File: src/rtl/seg7_pkg.sv
// Shared definitions for the seven-segment encoder/decoder pair: segment
// constants (active-high gfedcba), decode result structs and helpers.
package seg7_pkg;

  localparam logic [6:0] SEG_0 = 7'h3F;
  localparam logic [6:0] SEG_1 = 7'h06;
  localparam logic [6:0] SEG_2 = 7'h5B;
  localparam logic [6:0] SEG_3 = 7'h4F;
  localparam logic [6:0] SEG_4 = 7'h66;
  localparam logic [6:0] SEG_5 = 7'h6D;
  localparam logic [6:0] SEG_6 = 7'h7D;
  localparam logic [6:0] SEG_7 = 7'h07;
  localparam logic [6:0] SEG_8 = 7'h7F;
  localparam logic [6:0] SEG_9 = 7'h6F;
  localparam logic [6:0] SEG_A = 7'h77;
  localparam logic [6:0] SEG_B = 7'h7C;
  localparam logic [6:0] SEG_C = 7'h39;
  localparam logic [6:0] SEG_D = 7'h5E;
  localparam logic [6:0] SEG_E = 7'h79;
  localparam logic [6:0] SEG_F = 7'h71;

  typedef struct packed {
    logic       hit;
    logic [3:0] nibble;
  } hex_dec_t;

  typedef struct packed {
    logic       valid;
    logic [1:0] idx;
  } an_dec_t;

  // Active-high segment pattern to hex value; hit=0 for non-hex patterns.
  function automatic hex_dec_t seg_to_hex(input logic [6:0] seg_hi);
    hex_dec_t r;
    r.hit    = 1'b1;
    r.nibble = 4'h0;
    case (seg_hi)
      SEG_0:   r.nibble = 4'h0;
      SEG_1:   r.nibble = 4'h1;
      SEG_2:   r.nibble = 4'h2;
      SEG_3:   r.nibble = 4'h3;
      SEG_4:   r.nibble = 4'h4;
      SEG_5:   r.nibble = 4'h5;
      SEG_6:   r.nibble = 4'h6;
      SEG_7:   r.nibble = 4'h7;
      SEG_8:   r.nibble = 4'h8;
      SEG_9:   r.nibble = 4'h9;
      SEG_A:   r.nibble = 4'hA;
      SEG_B:   r.nibble = 4'hB;
      SEG_C:   r.nibble = 4'hC;
      SEG_D:   r.nibble = 4'hD;
      SEG_E:   r.nibble = 4'hE;
      SEG_F:   r.nibble = 4'hF;
      default: r.hit    = 1'b0;
    endcase
    return r;
  endfunction

  // True when exactly one active-low anode strobe is asserted.
  function automatic logic an_is_onehot(input logic [3:0] an_n);
    logic [3:0] sel;
    sel = ~an_n;
    return (sel != 4'd0) && ((sel & (sel - 4'd1)) == 4'd0);
  endfunction

  // Active-low one-hot anode strobes to digit index.
  function automatic an_dec_t an_to_index(input logic [3:0] an_n);
    an_dec_t r;
    r.valid = 1'b1;
    r.idx   = 2'd0;
    case (an_n)
      4'b1110: r.idx   = 2'd0;
      4'b1101: r.idx   = 2'd1;
      4'b1011: r.idx   = 2'd2;
      4'b0111: r.idx   = 2'd3;
      default: r.valid = 1'b0;
    endcase
    return r;
  endfunction

endpackage

File: src/rtl/seg7_pattern_decode.sv
// Combinational decode of an active-low segment bus into {hit, nibble}.
module seg7_pattern_decode
  import seg7_pkg::*;
(
  input  logic [6:0] seg,
  output logic       hit,
  output logic [3:0] nibble
);

  hex_dec_t dec;

  assign dec    = seg_to_hex(~seg);
  assign hit    = dec.hit;
  assign nibble = dec.nibble;

endmodule

File: src/rtl/seg7_scan_decoder.sv
// Watches a multiplexed 4-digit seven-segment bus, recovers the displayed
// hex digits, reports completed refresh frames and flags a stalled display.
module seg7_scan_decoder
  import seg7_pkg::*;
#(
  parameter int SETTLE_CYCLES  = 4,
  parameter int TIMEOUT_CYCLES = 1024
) (
  input  logic        clk,
  input  logic        rst_n,
  input  logic [6:0]  seg,
  input  logic [3:0]  an,
  output logic [15:0] digits,
  output logic [3:0]  digit_err,
  output logic        frame_pulse,
  output logic        frame_valid,
  output logic        stale
);

  localparam int SW = $clog2(SETTLE_CYCLES + 1);
  localparam int TW = $clog2(TIMEOUT_CYCLES + 1);
  localparam logic [SW-1:0] SETTLE_MAX   = SW'(SETTLE_CYCLES);
  localparam logic [TW-1:0] TIMEOUT_MAX  = TW'(TIMEOUT_CYCLES);
  localparam logic [TW-1:0] TIMEOUT_LAST = TW'(TIMEOUT_CYCLES - 1);

  logic [3:0]    an_q;
  logic [6:0]    seg_q;
  logic [SW-1:0] settle_cnt;   // edges the current registered value has held
  logic          captured;     // this dwell has already been captured
  logic [3:0]    seen;
  logic [TW-1:0] idle_cnt;

  an_dec_t    cur_an;
  logic       in_valid;
  logic       changed;
  logic       capture;
  logic       hit;
  logic [3:0] nibble;
  logic [3:0] cur_onehot;
  logic [3:0] seen_next;
  logic       frame_done;

  seg7_pattern_decode u_decode (
    .seg    (seg_q),
    .hit    (hit),
    .nibble (nibble)
  );

  // Settle counting compares the incoming value against the registered one,
  // so the count equals the number of edges the registered value has held.
  assign cur_an     = an_to_index(an_q);
  assign in_valid   = an_is_onehot(an);
  assign changed    = ({an, seg} != {an_q, seg_q});
  assign capture    = cur_an.valid && (settle_cnt == SETTLE_MAX) && !captured;
  assign cur_onehot = 4'b0001 << cur_an.idx;
  assign seen_next  = seen | cur_onehot;
  assign frame_done = capture && (seen_next == 4'hF);

  // Input register, settle counter and one-capture-per-dwell flag.
  always_ff @(posedge clk) begin
    if (!rst_n) begin
      an_q       <= 4'd0;
      seg_q      <= 7'd0;
      settle_cnt <= '0;
      captured   <= 1'b0;
    end else begin
      an_q  <= an;
      seg_q <= seg;
      if (!in_valid)
        settle_cnt <= '0;
      else if (changed)
        settle_cnt <= SW'(1);
      else if (settle_cnt != SETTLE_MAX)
        settle_cnt <= settle_cnt + SW'(1);
      if (changed)
        captured <= 1'b0;
      else if (capture)
        captured <= 1'b1;
    end
  end

  // Per-digit value and error registers, written on capture.
  always_ff @(posedge clk) begin
    if (!rst_n) begin
      digits    <= 16'd0;
      digit_err <= 4'd0;
    end else if (capture) begin
      if (hit) begin
        digits[{cur_an.idx, 2'b00} +: 4] <= nibble;
        digit_err[cur_an.idx]            <= 1'b0;
      end else begin
        digit_err[cur_an.idx]            <= 1'b1;
      end
    end
  end

  // Frame tracker and no-capture timeout; a capture always beats the timeout.
  always_ff @(posedge clk) begin
    if (!rst_n) begin
      seen        <= 4'd0;
      idle_cnt    <= '0;
      frame_pulse <= 1'b0;
      frame_valid <= 1'b0;
      stale       <= 1'b0;
    end else begin
      frame_pulse <= 1'b0;
      if (capture) begin
        idle_cnt <= '0;
        if (frame_done) begin
          frame_pulse <= 1'b1;
          frame_valid <= 1'b1;
          stale       <= 1'b0;
          seen        <= 4'd0;
        end else begin
          seen <= seen_next;
        end
      end else if (idle_cnt != TIMEOUT_MAX) begin
        idle_cnt <= idle_cnt + TW'(1);
        if (idle_cnt == TIMEOUT_LAST) begin
          stale       <= 1'b1;
          frame_valid <= 1'b0;
          seen        <= 4'd0;
        end
      end
    end
  end

endmodule

File: config.mk
export PLATFORM = sky130hd
export DESIGN_NAME = seg7_scan_decoder
export DESIGN_NICKNAME = d
export VERILOG_FILES = /design/src/rtl/seg7_pkg.sv /design/src/rtl/seg7_pattern_decode.sv /design/src/rtl/seg7_scan_decoder.sv
export SDC_FILE = /design/constraint.sdc
export NUM_CORES = 1
export LEC_CHECK = 0
export ABC_AREA = 1
export ABC_CLOCK_PERIOD_IN_PS = 2700
export CORE_MARGIN = 3
export CORE_UTILIZATION = 59
export DETAILED_ROUTE_END_ITERATION = 12
export GPL_TIMING_DRIVEN = 0
export PLACE_DENSITY = 0.93
export SYNTH_ARGS = -nofsm -noshare
export SYNTH_HDL_FRONTEND = slang
export SYNTH_SLANG_ARGS = --single-unit
File: constraint.sdc
create_clock -name clk -period 2.7 [get_ports clk]
set_input_delay 0.81 -clock clk [delete_from_list [all_inputs] [get_ports clk]]
set_output_delay 0.81 -clock clk [all_outputs]
set_load 0.01 [all_outputs]
Word level (Yosys, flattened, before mapping)
Index checks and enable logic that the tools add are counted.
{"block": "word_totals", "register_bits": 53, "output_inout_bits": 23, "wordCells": 101}
{"block": "classes", "n_addsub": 4, "magnitude_cmp": 2, "eq_ne": 27, "shifts": 3, "mux": 23, "n_bitwise": 9, "reduce_logical": 21}
{"cell": "$eq 7x7->1 const B", "n": 12}
{"cell": "$pmux 4 s15", "n": 1}
{"cell": "$mux 4", "n": 5}
{"cell": "$bwmux 16", "n": 1}
{"cell": "$eq 4x4->1 const B", "n": 4}
{"cell": "$reduce_or 16->1", "n": 1}
{"cell": "$shift 4x6->16 const A", "n": 1}
{"cell": "$shiftx 4x6->16", "n": 1}
{"cell": "$eq 7x3->1 const B", "n": 2}
{"cell": "$eq 7x6->1 const B", "n": 2}
{"cell": "$mux 1", "n": 14}
{"cell": "$add 11x1->11 const B", "n": 1}
{"cell": "$eq 11x10->1 const B", "n": 1}
{"cell": "$ne 11x11->1", "n": 1}
{"cell": "$ne 11x11->1 const B", "n": 1}
{"cell": "$and 4x4->4", "n": 2}
{"cell": "$not 4->4", "n": 2}
{"cell": "$or 4x4->4", "n": 2}
{"cell": "$reduce_and 2->1", "n": 4}
{"cell": "$not 7->7", "n": 1}
{"cell": "$neg 4->6", "n": 1}
{"cell": "$pmux 2 s3", "n": 1}
{"cell": "$reduce_bool 2->1", "n": 3}
{"cell": "$logic_and 1x1->1", "n": 5}
{"cell": "18 further kinds", "n": 20}

Logic depth before layout (Yosys ltp)
{"block": "depth", "ltp_word": 9, "ltp_mapped": 12, "depth_no_buf": 12}

Modules after synthesis
Synthesis repeated with hierarchy kept, for this count alone.
{"block": "unflattened", "hier_cells": 449, "hier_area_um2": 3029.2}
{"mod": "seg7_scan_decoder", "instances": 1, "cells_each": 376, "area_each_um2": 2698.8, "seq_area_each_um2": 1061.0}
{"mod": "seg7_pattern_decode", "instances": 1, "cells_each": 73, "area_each_um2": 330.3, "seq_area_each_um2": 0.0}

Worst setup path before layout
OpenSTA, ideal clock, no wires.
{"block": "synth_path", "kind": "input -> register", "startpoint": "input rst_n", "endpoint": "register settle_cnt[1]", "setup_time_ps": 70, "t_arrival_ps": 1658, "t_required_ps": 2630, "slack_ps": 972, "stages": 7, "n_path_buf": 1, "cell_sequence": "clkbuf_1 -> nand2_1 -> inv_1 -> o22ai_1 -> nor3b_1 -> nand3_1 -> a21oi_1"}
{"block": "synth_between", "elab_chain_cells": 2}
{"item": "from (decl)", "line_no": "seg7_scan_decoder.sv:10", "source": "input logic rst_n,"}
{"item": "$not 1->1 (no line)"}
{"item": "$reduce_or 3->1 (no line)"}
{"item": "to (signal assigned)", "line_no": "seg7_scan_decoder.sv:74", "source": "settle_cnt <= settle_cnt + SW'(1);"}
{"item": "to (decl)", "line_no": "seg7_scan_decoder.sv:28", "source": "logic [SW-1:0] settle_cnt;"}
No other way between the ends.
A chain may end at the register's enable or synchronous reset.

==> impl_metrics.py <==
metrics = {
    "yosys": {
        "yosysMostFrequentCell": "nand2_1",
        "synthCells": 413,
        "synth_top_area_frac": 0.390,
        "synth_area_leader_cell": "dfxtp_1",
        "synthTopCellsByCount": "nand2_1 (116), inv_1 (62), nor2_1 (60)",
        "synth_warnings": 0,
        "synth_edf_count": 0,
        "synthDistinctLibCells": 29,
        "netlist_top_cells_area": "dfxtp_1 (39%), nand2_1 (16%), inv_1 (8.6%)",
        "synth_nets": 430,
        "ys_async_sr_fraction": 0,
        "ys_seq_elements": 53,
        "netlist_area_sq_mm": 0.00272,
        "syn_avg_cell_area_sq_um": 6.59,
        "seq_area_frac_synth": 0.390,
        "ys_dominant_reg_cell": "dfxtp_1",
    },
    "setup_path": {
        "worstPathMaxFanout": 2,
        "worstPathArrival_ns": 1.24,
        "cp_num_buf_inv": 1,
        "cpPeakStageDelay_ns": 0.55,
        "crit_required_ns": 1.89,
        "reg2reg_depth": 8,
        "path_cells": "clkdlybuf4s50_1",
        "cp.depth": 1,
        "end_kind": "output port",
        "crit_slowest_cell": "clkdlybuf4s50_1",
        "worstSetupPathType": "reg2out",
        "start_kind": "flip-flop",
        "cp_top_family": "buffers and inverters",
    },
    "route": {
        "drt_pre_antenna_iters": 5,
        "post_drt_wl_per_cell_um": 11.3,
        "routed_wl_um": 5710,
        "vias_per_cell": 5.13,
        "drt_iter0_drc": 180,
        "route.detailed.drc": 0,
        "ant_nets": 0,
        "vias": 2596,
    },
    "sta": {
        "rsz0062_at_grt": "no",
        "maxSlewViolCount": 0,
        "fmax_mhz": 487,
        "relSlewSlack": 0.701,
        "worstMarginPinSlew_ns": 0.444,
        "finalSetupViolCount": 0,
        "fin_worst_skew_ns": 0.00561,
        "finalSetupTns_ns": 0,
        "whs_ns": 0.450,
        "hold_violations": 0,
        "period_share": 0.761,
        "fin_crit_ns": 2.05,
    },
    "min_path": {
        "min_path_type": "reg2reg",
        "hold_depth": 2,
    },
    "run": {
        "max_cap_viol_count": 0,
    },
    "clock_tree": {
        "cts_root_buf": "clkbuf_8",
        "cts_tree": "built",
        "cts-resized-gates": 0,
        "cts.sinks": 53,
        "ctsHoldBuffers": 0,
        "cts-htree-levels": 2,
        "cts_buffers": 5,
        "cts_setup_buffers": 0,
        "clk_latency_ns": 0.31,
        "clockBufferDepth": 2,
        "clk_pin_slew_worst_paths_ns": 0.09,
    },
    "layout": {
        "antenna_cells": 0,
        "drive_above_1_share": 0.0815,
        "final_nets": 471,
        "final_cells": 506,
        "area_growth_pct": 18.2,
    },
    "power": {
        "power_density_mw_per_mm2": 446,
        "leakage_nw": 1.58,
        "peakVddDrop_mv": 0.232,
    },
    "die": {
        "rows": 24,
        "die_w_um": 73.9,
        "die_y_um": 73.9,
        "core_sq_mm": 0.00441,
        "initial_utilization": 0.616,
        "dieArea_sq_mm": 0.00546,
        "ios": 36,
    },
    "grt": {
        "grt_usage": 0.222,
        "antenna_found_initial": 0,
        "first_global_vias": 2392,
        "grt_pass1_wl_um": 9580,
        "grt_max_degree": 16,
        "overflow": 0,
    },
    "placement": {
        "gp_congestion": 0.833,
        "io_buffer_count": 34,
        "dpl.cell_count": 499,
        "hpwlAfterDp_um": 4470,
    },
    "run_status": {
        "run_status": "completed",
    },
}
==> cell usage in the layout, fill, tap and decap left out, types with 3 or more instances in the layout <==
cell type        synthesis  final
clkdlybuf4s50_1          0     34
nand4_1                  6      6
xor2_1                   5      5
xnor2_1                  9      9
inv_2                    5      5
or2_2                    7      7
nand2_1                116    116
nor2_2                   8      8
inv_1                   62     62
nand3_1                 25     25
and3_1                   3      3
o21ai_0                  3      3
nand3_2                  3      3
nor3_1                   5      5
a21oi_1                 22     22
ha_1                     4      4
dfxtp_1                 53     53
clkbuf_8                 0      6
nor2_1                  60     60
==> cell type report <==
| cell class | count | area [sq um] |
|---|---|---|
| Buffer | 6 | 32.5 |
| Clock buffer | 6 | 82.6 |
| Clock inverter | 1 | 7.51 |
| Fill cell | 374 | 1200 |
| Inverter | 67 | 251 |
| Multi-Input combinational cell | 287 | 1380 |
| Sequential cell | 53 | 1060 |
| Tap cell | 52 | 65.1 |
| Timing Repair Buffer | 34 | 340 |
==> path summary, 6_finish.rpt <==
check / from / to / slack (ns)
max: flip-flop / digit_err[1] / 0.65
min: digits[7] / digits[7] / 0.45
max reg2reg: idle_cnt[0] / seen[2] / 0.85
min reg2reg: digits[7] / digits[7] / 0.45
==> stage by stage <==
step / utilization / power, mW / worst slack, ns / cell area, sq um
global placement: 0.708 / 0.978 / 0.524 / 3130
CTS: 0.729 / 1.44 / 0.653 / 3220
finish: 0.729 / 1.44 / 0.646 / 3220
global route: 0.729 / 1.49 / 0.559 / 3220
floorplan: - / 0.936 / 0.972 / 2720
detailed placement: 0.708 / 0.983 / 0.362 / 3130
==> metal layers <==
| layer | vias up | routed length [um] | GRT usage |
|---|---|---|---|
| li1 | 1347 | - | - |
| met1 | 1172 | 2490 | 0.249 |
| met2 | 69 | 2870 | 0.408 |
| met3 | 8 | 270 | 0.0492 |
| met4 | 0 | 78 | 0.0744 |
| met5 | - | 0 | 0 |
==> kinds of logic after synthesis <==
family / share of synthesized area
AOI/OAI and AO/OA: 0.0524
xor gates and xnor gates: 0.0451
adders and majority gates: 0.0184
buffers and inverters: 0.104
DFF: 0.390
and+or+nand+nor: 0.390
==> where the power goes <==
group          total (mW)  switching [mW]  internal [mW]  leakage, nW
clock network       0.468           0.265          0.203       0.0433
logic               0.157          0.0943         0.0630         1.10
registers           0.810          0.0152          0.795        0.431
total                1.44           0.374           1.06         1.58
==> flip-flops by register name, summed over array words and instances (netlist names), named ones only <==
signal	count
digits	16
idle_cnt	11
seg_q	7
an_q	4
seen	4
settle_cnt	3
captured	1
frame_pulse	1
frame_valid	1
stale	1
==> worst min-delay path, delay by kind of cell (launching register included) <==
kind | cells | cell delay (ns)
flip-flops | 1 | 0.32
AO/OA/AOI/OAI | 1 | 0.05
buffers and inverters | 1 | 0.04
Power figures use the tool's default switching activity.
